$ cat config.mk
export PLATFORM = sky130hd
export DESIGN_NAME = inst_fetch_unit
export DESIGN_NICKNAME = d
export VERILOG_FILES = /design/src/rtl/riscv_fetch_pkg.sv /design/src/rtl/fetch_fifo.sv /design/src/rtl/inst_fetch_unit.sv
export SDC_FILE = /design/constraint.sdc
export NUM_CORES = 1
export LEC_CHECK = 0
export ABC_CLOCK_PERIOD_IN_PS = 6000
export CAP_MARGIN = 0
export CORE_MARGIN = 2
export CORE_UTILIZATION = 49
export DETAILED_ROUTE_END_ITERATION = 8
export PLACE_DENSITY = 0.82
export SETUP_SLACK_MARGIN = 0.4
export SYNTH_ARGS = -nofsm -noshare
export SYNTH_HDL_FRONTEND = slang
export SYNTH_SLANG_ARGS = --single-unit
$ cat constraint.sdc
create_clock -name clk -period 6 [get_ports clk]
set_input_delay 1.5 -clock clk [delete_from_list [all_inputs] [get_ports clk]]
set_output_delay 1.5 -clock clk [all_outputs]
set_load 0.01 [all_outputs]
$ cat src/rtl/riscv_fetch_pkg.sv
// Shared types and constants for the instruction fetch stage.
package riscv_fetch_pkg;

  typedef enum logic [1:0] {
    S_BOOT = 2'd0,
    S_RUN  = 2'd1,
    S_HALT = 2'd2
  } fetch_state_t;

  localparam logic [31:0] INSN_EBREAK = 32'h0010_0073;
  localparam logic [31:0] INSN_NOP    = 32'h0000_0013;

  typedef struct packed {
    logic [31:0] pc;
    logic [31:0] insn;
  } fetch_entry_t;

endpackage

$ cat src/rtl/fetch_fifo.sv
// Synchronous FIFO of fetch entries with single-cycle flush; Depth must be a power of two.
module fetch_fifo
  import riscv_fetch_pkg::*;
#(
  parameter int unsigned Depth = 2,
  localparam int unsigned PtrW = (Depth > 1) ? $clog2(Depth) : 1,
  localparam int unsigned CntW = $clog2(Depth + 1)
) (
  input  logic               clk_i,
  input  logic               rst_i,
  input  logic               push_i,
  input  fetch_entry_t       wdata_i,
  input  logic               pop_i,
  input  logic               flush_i,
  output fetch_entry_t       rdata_o,
  output logic [CntW-1:0]    count_o,
  output logic               empty_o,
  output logic               full_o
);

  localparam logic [CntW-1:0] DepthC = CntW'(Depth);

  fetch_entry_t           mem_q [Depth];
  logic [PtrW-1:0]        wr_ptr_q, wr_ptr_d;
  logic [PtrW-1:0]        rd_ptr_q, rd_ptr_d;
  logic [CntW-1:0]        count_q, count_d;

  always_comb begin
    wr_ptr_d = wr_ptr_q;
    rd_ptr_d = rd_ptr_q;
    count_d  = count_q;
    if (flush_i) begin
      wr_ptr_d = '0;
      rd_ptr_d = '0;
      count_d  = '0;
    end else begin
      if (push_i) wr_ptr_d = wr_ptr_q + PtrW'(1);
      if (pop_i)  rd_ptr_d = rd_ptr_q + PtrW'(1);
      case ({push_i, pop_i})
        2'b10:   count_d = count_q + CntW'(1);
        2'b01:   count_d = count_q - CntW'(1);
        default: count_d = count_q;
      endcase
    end
  end

  always_ff @(posedge clk_i) begin
    if (rst_i) begin
      wr_ptr_q <= '0;
      rd_ptr_q <= '0;
      count_q  <= '0;
    end else begin
      wr_ptr_q <= wr_ptr_d;
      rd_ptr_q <= rd_ptr_d;
      count_q  <= count_d;
    end
  end

  always_ff @(posedge clk_i) begin
    if (push_i && !flush_i) mem_q[wr_ptr_q] <= wdata_i;
  end

  assign rdata_o = mem_q[rd_ptr_q];
  assign count_o = count_q;
  assign empty_o = (count_q == '0);
  assign full_o  = (count_q == DepthC);

endmodule

$ cat src/rtl/inst_fetch_unit.sv
// Fetch stage: PC, boot/run/halt FSM, redirect handling and instruction buffer.
// Optional misaligned-redirect trap enabled by defining FETCH_MISALIGN_TRAP_EN.
module inst_fetch_unit
  import riscv_fetch_pkg::*;
#(
  parameter logic [31:0] RESET_PC   = 32'h0000_0000,
  parameter int unsigned FIFO_DEPTH = 2
) (
  input  logic        clk,
  input  logic        reset,
  output logic [31:0] MEM_addr,
  output logic        rMEM_en,
  input  logic [31:0] MEM_dout,
  input  logic        redirect_valid,
  input  logic [31:0] redirect_pc,
  output logic        inst_valid,
  input  logic        inst_ready,
  output logic [31:0] inst,
  output logic [31:0] inst_pc,
  output logic        halted,
  output logic        fetch_fault
);

  localparam int unsigned CntW = $clog2(FIFO_DEPTH + 1);

  fetch_state_t    state_q, state_d;
  logic [31:0]     pc_q, pc_d;
  fetch_entry_t    push_entry, head_entry;
  logic [CntW-1:0] unused_fifo_count;
  logic            fifo_empty, fifo_full, pop;

  assign rMEM_en    = (state_q == S_RUN) && !fifo_full && !redirect_valid;
  assign pop        = inst_valid && inst_ready;
  assign push_entry = '{pc: pc_q, insn: MEM_dout};

`ifdef FETCH_MISALIGN_TRAP_EN
  logic fault_q, fault_d;
  logic redirect_misaligned;
  assign redirect_misaligned = redirect_valid && (redirect_pc[1:0] != 2'b00);
  assign fetch_fault         = fault_q;
`else
  logic unused_redirect_lsb;
  assign unused_redirect_lsb = ^redirect_pc[1:0];
  assign fetch_fault         = 1'b0;
`endif

  always_comb begin
    state_d = state_q;
    pc_d    = pc_q;
`ifdef FETCH_MISALIGN_TRAP_EN
    fault_d = fault_q;
`endif
    if (redirect_valid) begin
      pc_d    = {redirect_pc[31:2], 2'b00};
      state_d = S_RUN;
`ifdef FETCH_MISALIGN_TRAP_EN
      if (redirect_misaligned) begin
        state_d = S_HALT;
        fault_d = 1'b1;
      end
`endif
    end else begin
      case (state_q)
        S_BOOT: state_d = S_RUN;
        S_RUN: begin
          if (rMEM_en) begin
            pc_d = pc_q + 32'd4;
            // EBREAK itself is still buffered so decode can see it
            if (MEM_dout == INSN_EBREAK) state_d = S_HALT;
          end
        end
        default: state_d = state_q;
      endcase
    end
  end

  always_ff @(posedge clk) begin
    if (reset) begin
      state_q <= S_BOOT;
      pc_q    <= RESET_PC;
`ifdef FETCH_MISALIGN_TRAP_EN
      fault_q <= 1'b0;
`endif
    end else begin
      state_q <= state_d;
      pc_q    <= pc_d;
`ifdef FETCH_MISALIGN_TRAP_EN
      fault_q <= fault_d;
`endif
    end
  end

  fetch_fifo #(
    .Depth (FIFO_DEPTH)
  ) u_fifo (
    .clk_i   (clk),
    .rst_i   (reset),
    .push_i  (rMEM_en),
    .wdata_i (push_entry),
    .pop_i   (pop),
    .flush_i (redirect_valid),
    .rdata_o (head_entry),
    .count_o (unused_fifo_count),
    .empty_o (fifo_empty),
    .full_o  (fifo_full)
  );

  assign MEM_addr   = pc_q;
  assign inst_valid = !fifo_empty;
  assign inst       = inst_valid ? head_entry.insn : 32'h0;
  assign inst_pc    = inst_valid ? head_entry.pc : 32'h0;
  assign halted     = (state_q == S_HALT);

endmodule
# == Word-level counts from Yosys, hierarchy flattened ==
# Memories as Yosys holds them, arrays and structs flattened. A register that Yosys moved wholly into a read port is not among the register bits.
# Index checks and enable logic that the tools add are counted.
# op_classes
n_mux,14
eq_ne,10
add_sub_neg,5
n_reduce_logical,19
# op_table
cell,n
2-to-1 mux 32 bit,5
"adder 32 x 3 -> 32 bit, second input constant",1
"equality test 32 x 21 -> 1 bit, second input constant",1
case mux 2 bit (2 select lines),2
nonzero test 2 bit,4
"equality test 2 bit, second input constant",3
"inequality test 3 x 2 -> 1 bit, second input constant",2
AND reduction 3 bit,2
2-to-1 mux 1 bit,5
"equality test 2 x 1 -> 1 bit, second input constant",2
logical AND 1 bit,4
zero test 2 bit,2
2-to-1 mux 2 bit,2
"inequality test 2 x 1 -> 1 bit, second input constant",2
AND reduction 2 bit,2
zero test 1 bit,3
nonzero test 3 bit,1
"adder 1 bit, second input constant",2
"adder 2 x 1 -> 2 bit, second input constant",1
OR reduction 2 bit,1
"subtractor 2 x 1 -> 2 bit, second input constant",1
# word_totals
ram_bits,128
output_inout_bits,100
reg_bits,38
inputBits,68
memories,1
word_cells,56
# memory_table
name,depth,word_bits,rd,rd_clocked_by_memory_dff,wr,line_no,rtl
u_fifo.mem_q,2,64,1,1,1,fetch_fifo.sv:23,fetch_entry_t mem_q [Depth];

# == Logic depth before layout (Yosys ltp) ==
# logic_depth
ltp_word,7
ltp_mapped,7
mapped_depth_nobuf,7

# == Cells and area by module ==
# From an unflattened synthesis, not the netlist that was laid out.
# hier_totals
cells_unflattened,538
area_unflattened_um2,7208.2
# modules_own_cells
mod,cells_each,n_inst,seq_area_each_um2,area_per_inst_um2
fetch_fifo,221,1,3943.8,4814.6
inst_fetch_unit,317,1,640.6,2393.5

# == Worst setup path before layout ==
# No wires, ideal clock.
# synth_timing
path_kind,input-to-reg
startpoint,in redirect_valid
endpoint,"mem u_fifo.mem_q[0][0] (netlist name), enable pin"
stages,4
arrival_time_ns,4.437
setup_slack_ns,1.080
required_time_ns,5.518
setup_ns,0.482
n_path_buf,1
path_cell_list,clkbuf_1 inv_1 nand2_1 nor2_1
# synth_between
elab_chain_len,5
# synth_lines
element,line_no,rtl
"start, declared",inst_fetch_unit.sv:14,"input logic redirect_valid,"
zero test 1 bit *,"fetch_fifo.sv:60, inst_fetch_unit.sv:32",
logical AND 1 bit,inst_fetch_unit.sv:32,assign rMEM_en = (state_q == S_RUN) && !fifo_full && !redirect_valid;
logical AND 1 bit *,fetch_fifo.sv:60,if (push_i && !flush_i) mem_q[wr_ptr_q] <= wdata_i;
2-to-1 mux 1 bit *,fetch_fifo.sv:60,
2-to-1 mux 1 bit (implied by the code) *,fetch_fifo.sv:60,
"end, declared",fetch_fifo.sv:23,
# Mark *: on every way between the ends. The rest lies on a longest branch, timed or not.

# == Worst setup path after layout ==
# layout_timing
startpoint,in redirect_valid
endpoint,out rMEM_en
# layout_between
elab_chain_len,2
# layout_lines
element,line_no,rtl
zero test 1 bit,inst_fetch_unit.sv:32,
logical AND 1 bit,inst_fetch_unit.sv:32,
"end, declared",inst_fetch_unit.sv:12,"output logic rMEM_en,"
# No other way between the ends.

==> summary.md <==
| Metric | Value |
|---|---|
| Status | completed |
| Ys Warns | 0 |
| Total power per unit cell area | 279 nW/um2 |
| GRT Util Overall | 21.0% |
| Clock skew | 0.00796 ns |
| Largest family of logic cells by synthesized area | simple AND/OR/NAND/NOR gates |
| Hold buffer count at CTS | 0 |
| Area leader, netlist | edfxtp_1 |
| Simple-gate share of the synthesized area | 13.5% |
| Hold WC Path Type | flip-flop to flip-flop |
| Post-synthesis cell type count | between 40 and 50 |
| Maximum buffer depth of the clock tree | 2 |
| Die extent in x | 122 um |
| Top Metal Used | met4 |
| Area Growth Syn to Fin | 33.9% |
| Crit path time final | 4.58 ns |
| Met3 routed WL | 1250 um |
| CTS root buffer | clkbuf_16 |
| Row count | 42 |
| Die height | 122 um |
| Setup-failing EPs final | 0 |
| Aggregate routed wire length | roughly 15000 um |
| Worst VDD drop | between 0.15 and 0.2 mV |
| Buffers on Ports | 160 |
| Initial antenna violation count | 0 |
| Worst-path maximum fanout | 8 |
| Setup slack after placement | ~1.4 ns |
| Yosys top cell area share | a little under three fifths |
| Ports | ~170 |
| Post-DP HPWL | 10100 um |
| Fmax achieved | 219 MHz |
| CTS clk-pin slew, worst paths | 0.06 ns |
| LEAKAGE | 0.00289 uW |
| H-tree levels | 4 |
| Routed met1 length | ~6400 um |
| Sequential fraction of the synthesis area | 66.0% |
| Final net count | 745 |
| Initial core utilization | approximately 51% |
| Max Cap Viol | 0 |
| Final Hold Fails | 0 |
| Slew @ Worst Pin | 1.11 ns |
| Max-slew violation count | 0 |
| Die area | ~15000 um2 |
| Fin util | 67.9% |
| Worst setup margin | approximately 1.4 ns |
| Synth top area cells | edfxtp_1 55%, dfxtp_1 11%, mux2i_1 9.2% |
| Asr flop ratio synth | 0% |
| Post-Syn Area per Cell | 13.1 um2 |
| CP Data Required Time | roughly 4.5 ns |
| Synthesized cell area | just under 7000 um2 |
| Final hold slack | between 0.5 and 0.6 ns |
| #FFs+latches synth | 161 |
| Post-CTS setup buffers | 0 |
| DR WL met2 | 7360 um |
| Mux cell area share after synthesis | 9.17% |
| CTS tree | done |
| Number of global-route vias before repair | ~4600 |
| GPL Wtd Cong | 0.844 |
| Post-Syn Instances | about 520 |
| Num Clock Sinks | 161 |
| Max-slew headroom | between 20% and 30% |
| Adder-Cell Fraction of Synth Area | 0.370% |
| Crit Path Category | input pin to primary output |
| Drt pass-1 iters | 4 |
| RSZ-0062 raised after global routing | no |
| Worst-skew pair later-pin latency | 0.41 ns |
| Synth Flop Type | edfxtp_1 |
| CTS buffer count | 17 |
| Starting DRT DRC Count | 455 |
| # diodes | 0 |
| Largest net degree at the start of global routing | 63 |
| Post-synthesis xor/xnor area fraction | 4.01% |
| Global-route wire length before repair | 23600 um |
| Fraction of layout cells with a size suffix above 1 | 7.12% |
| Grt total ovfl | 0 |
| TNS Setup | 0 ns |
| EDFF count, synth | 124 |
| Worst path arrival time | 3.08 ns |
| Core area | 13300 um2 |
| DR DRC count | 0 |
| Crit start category | input pin |
| CP endpoint kind | primary output |
| Per-cell routed wire length | 17.6 um |
| Compound-Gate Fraction of Synth Area | under 10% |
| Via count | around 4700 |
| Final worst-path cycle share | about 76% |
| Post-route ant nets | 0 |
| Via/cell ratio | ~5.4 |
| CTS resizes | 0 |
sequential cells by signal, summed over array words and instances (netlist names), named ones only:
signal,count
u_fifo.mem_q,124
MEM_addr,30
state_q,2
u_fifo.count_o,2
u_fifo.rd_ptr_q,1
u_fifo.wr_ptr_q,1
power breakdown:
| part | total (uW) | internal (uW) | leakage, uW | switching, uW |
|---|---|---|---|---|
| Sequential | 1290 | 1250 | 0.00145 | 38.8 |
| Combinational | 223 | 121 | 0.00116 | 102 |
| Clock | 1020 | 610 | 0.000271 | 408 |
| Total | 2530 | 1980 | 0.00289 | 549 |
through the flow:
step                cell area, um2  cells  total power [uW]
finish                        9060    864              2530
global route                  9060    864              2600
CTS                           9060    864              2540
detailed placement            8510    832              1530
global placement              8510    832              1520
floorplan                     6780    522              1400
cells in the mapped netlist, types with 5 or more instances:
master and count:
buf_4 5, xnor2_1 27, mux2i_1 62, nor2_1 91, nand2_1 22, a21oi_1 10, a211oi_1 20, inv_1 6
nor4_2 5, nand4_1 6, clkbuf_1 18, edfxtp_1 124, dfxtp_1 37, nor3_1 8, and3_1 7, nand3_1 9
nor4_1 13
worst paths after layout:
check	from	to	slack, ns	cells past startpoint
max	redirect_valid	rMEM_en	1.42	5
min	u_fifo.rd_ptr_q	flip-flop	0.52	2
min reg2reg	u_fifo.rd_ptr_q	flip-flop	0.52	2
max reg2reg	u_fifo.count_o[0]	u_fifo.mem_q[0][30]	3.12	5
logic make-up (layout without fill, tap and decap cells):
family,count (synthesis),count (layout)
AND/OR/NAND/NOR,182,182
flip-flops,161,161
multiplexers,62,62
AO/OA/AOI/OAI,42,42
buffers and inverters,37,203
XOR/XNOR,31,31
adder cells (fa/ha/maj),2,2
other,1,5
metal layers:
layer / GRT usage (%) / vias up
li1: - / 2207
met1: 27.9 / 2263
met2: 33.6 / 217
met3: 4.89 / 18
met4: 8.26 / 0
met5: 0 / -
layout make-up:
type,instances,area (um2)
well taps,176,220
repair buffers,165,1640
multi-input cells,324,2160
flip-flops and latches,161,4470
inverters,6,22.5
fillers,969,4280
clock inverters,11,118
clock buffers,21,440
worst max-delay path, stage by stage:
cell	delay (ns)
clkdlybuf4s50_1	0.56
inv_1	0.13
nand2_1	0.16
inv_1	0.14
clkdlybuf4s50_1	0.58
layout by cell type (no fill, tap or decap), drive strengths merged, types with 4 or more instances in the layout:
cell type | synthesis | layout
buf | 13 | 5
conb | 1 | 5
a21oi | 10 | 10
xnor2 | 27 | 27
nand4 | 7 | 7
clkinv | 0 | 7
and3 | 7 | 7
nor4 | 18 | 18
dfxtp | 37 | 37
clkbuf | 18 | 21
edfxtp | 124 | 124
clkdlybuf4s50 | 0 | 160
nor2 | 91 | 91
a211oi | 20 | 20
inv | 6 | 6
mux2i | 62 | 62
nand3 | 11 | 11
nand2 | 22 | 22
nor3 | 8 | 8
xor2 | 4 | 4
Power figures use the tool's default switching activity.
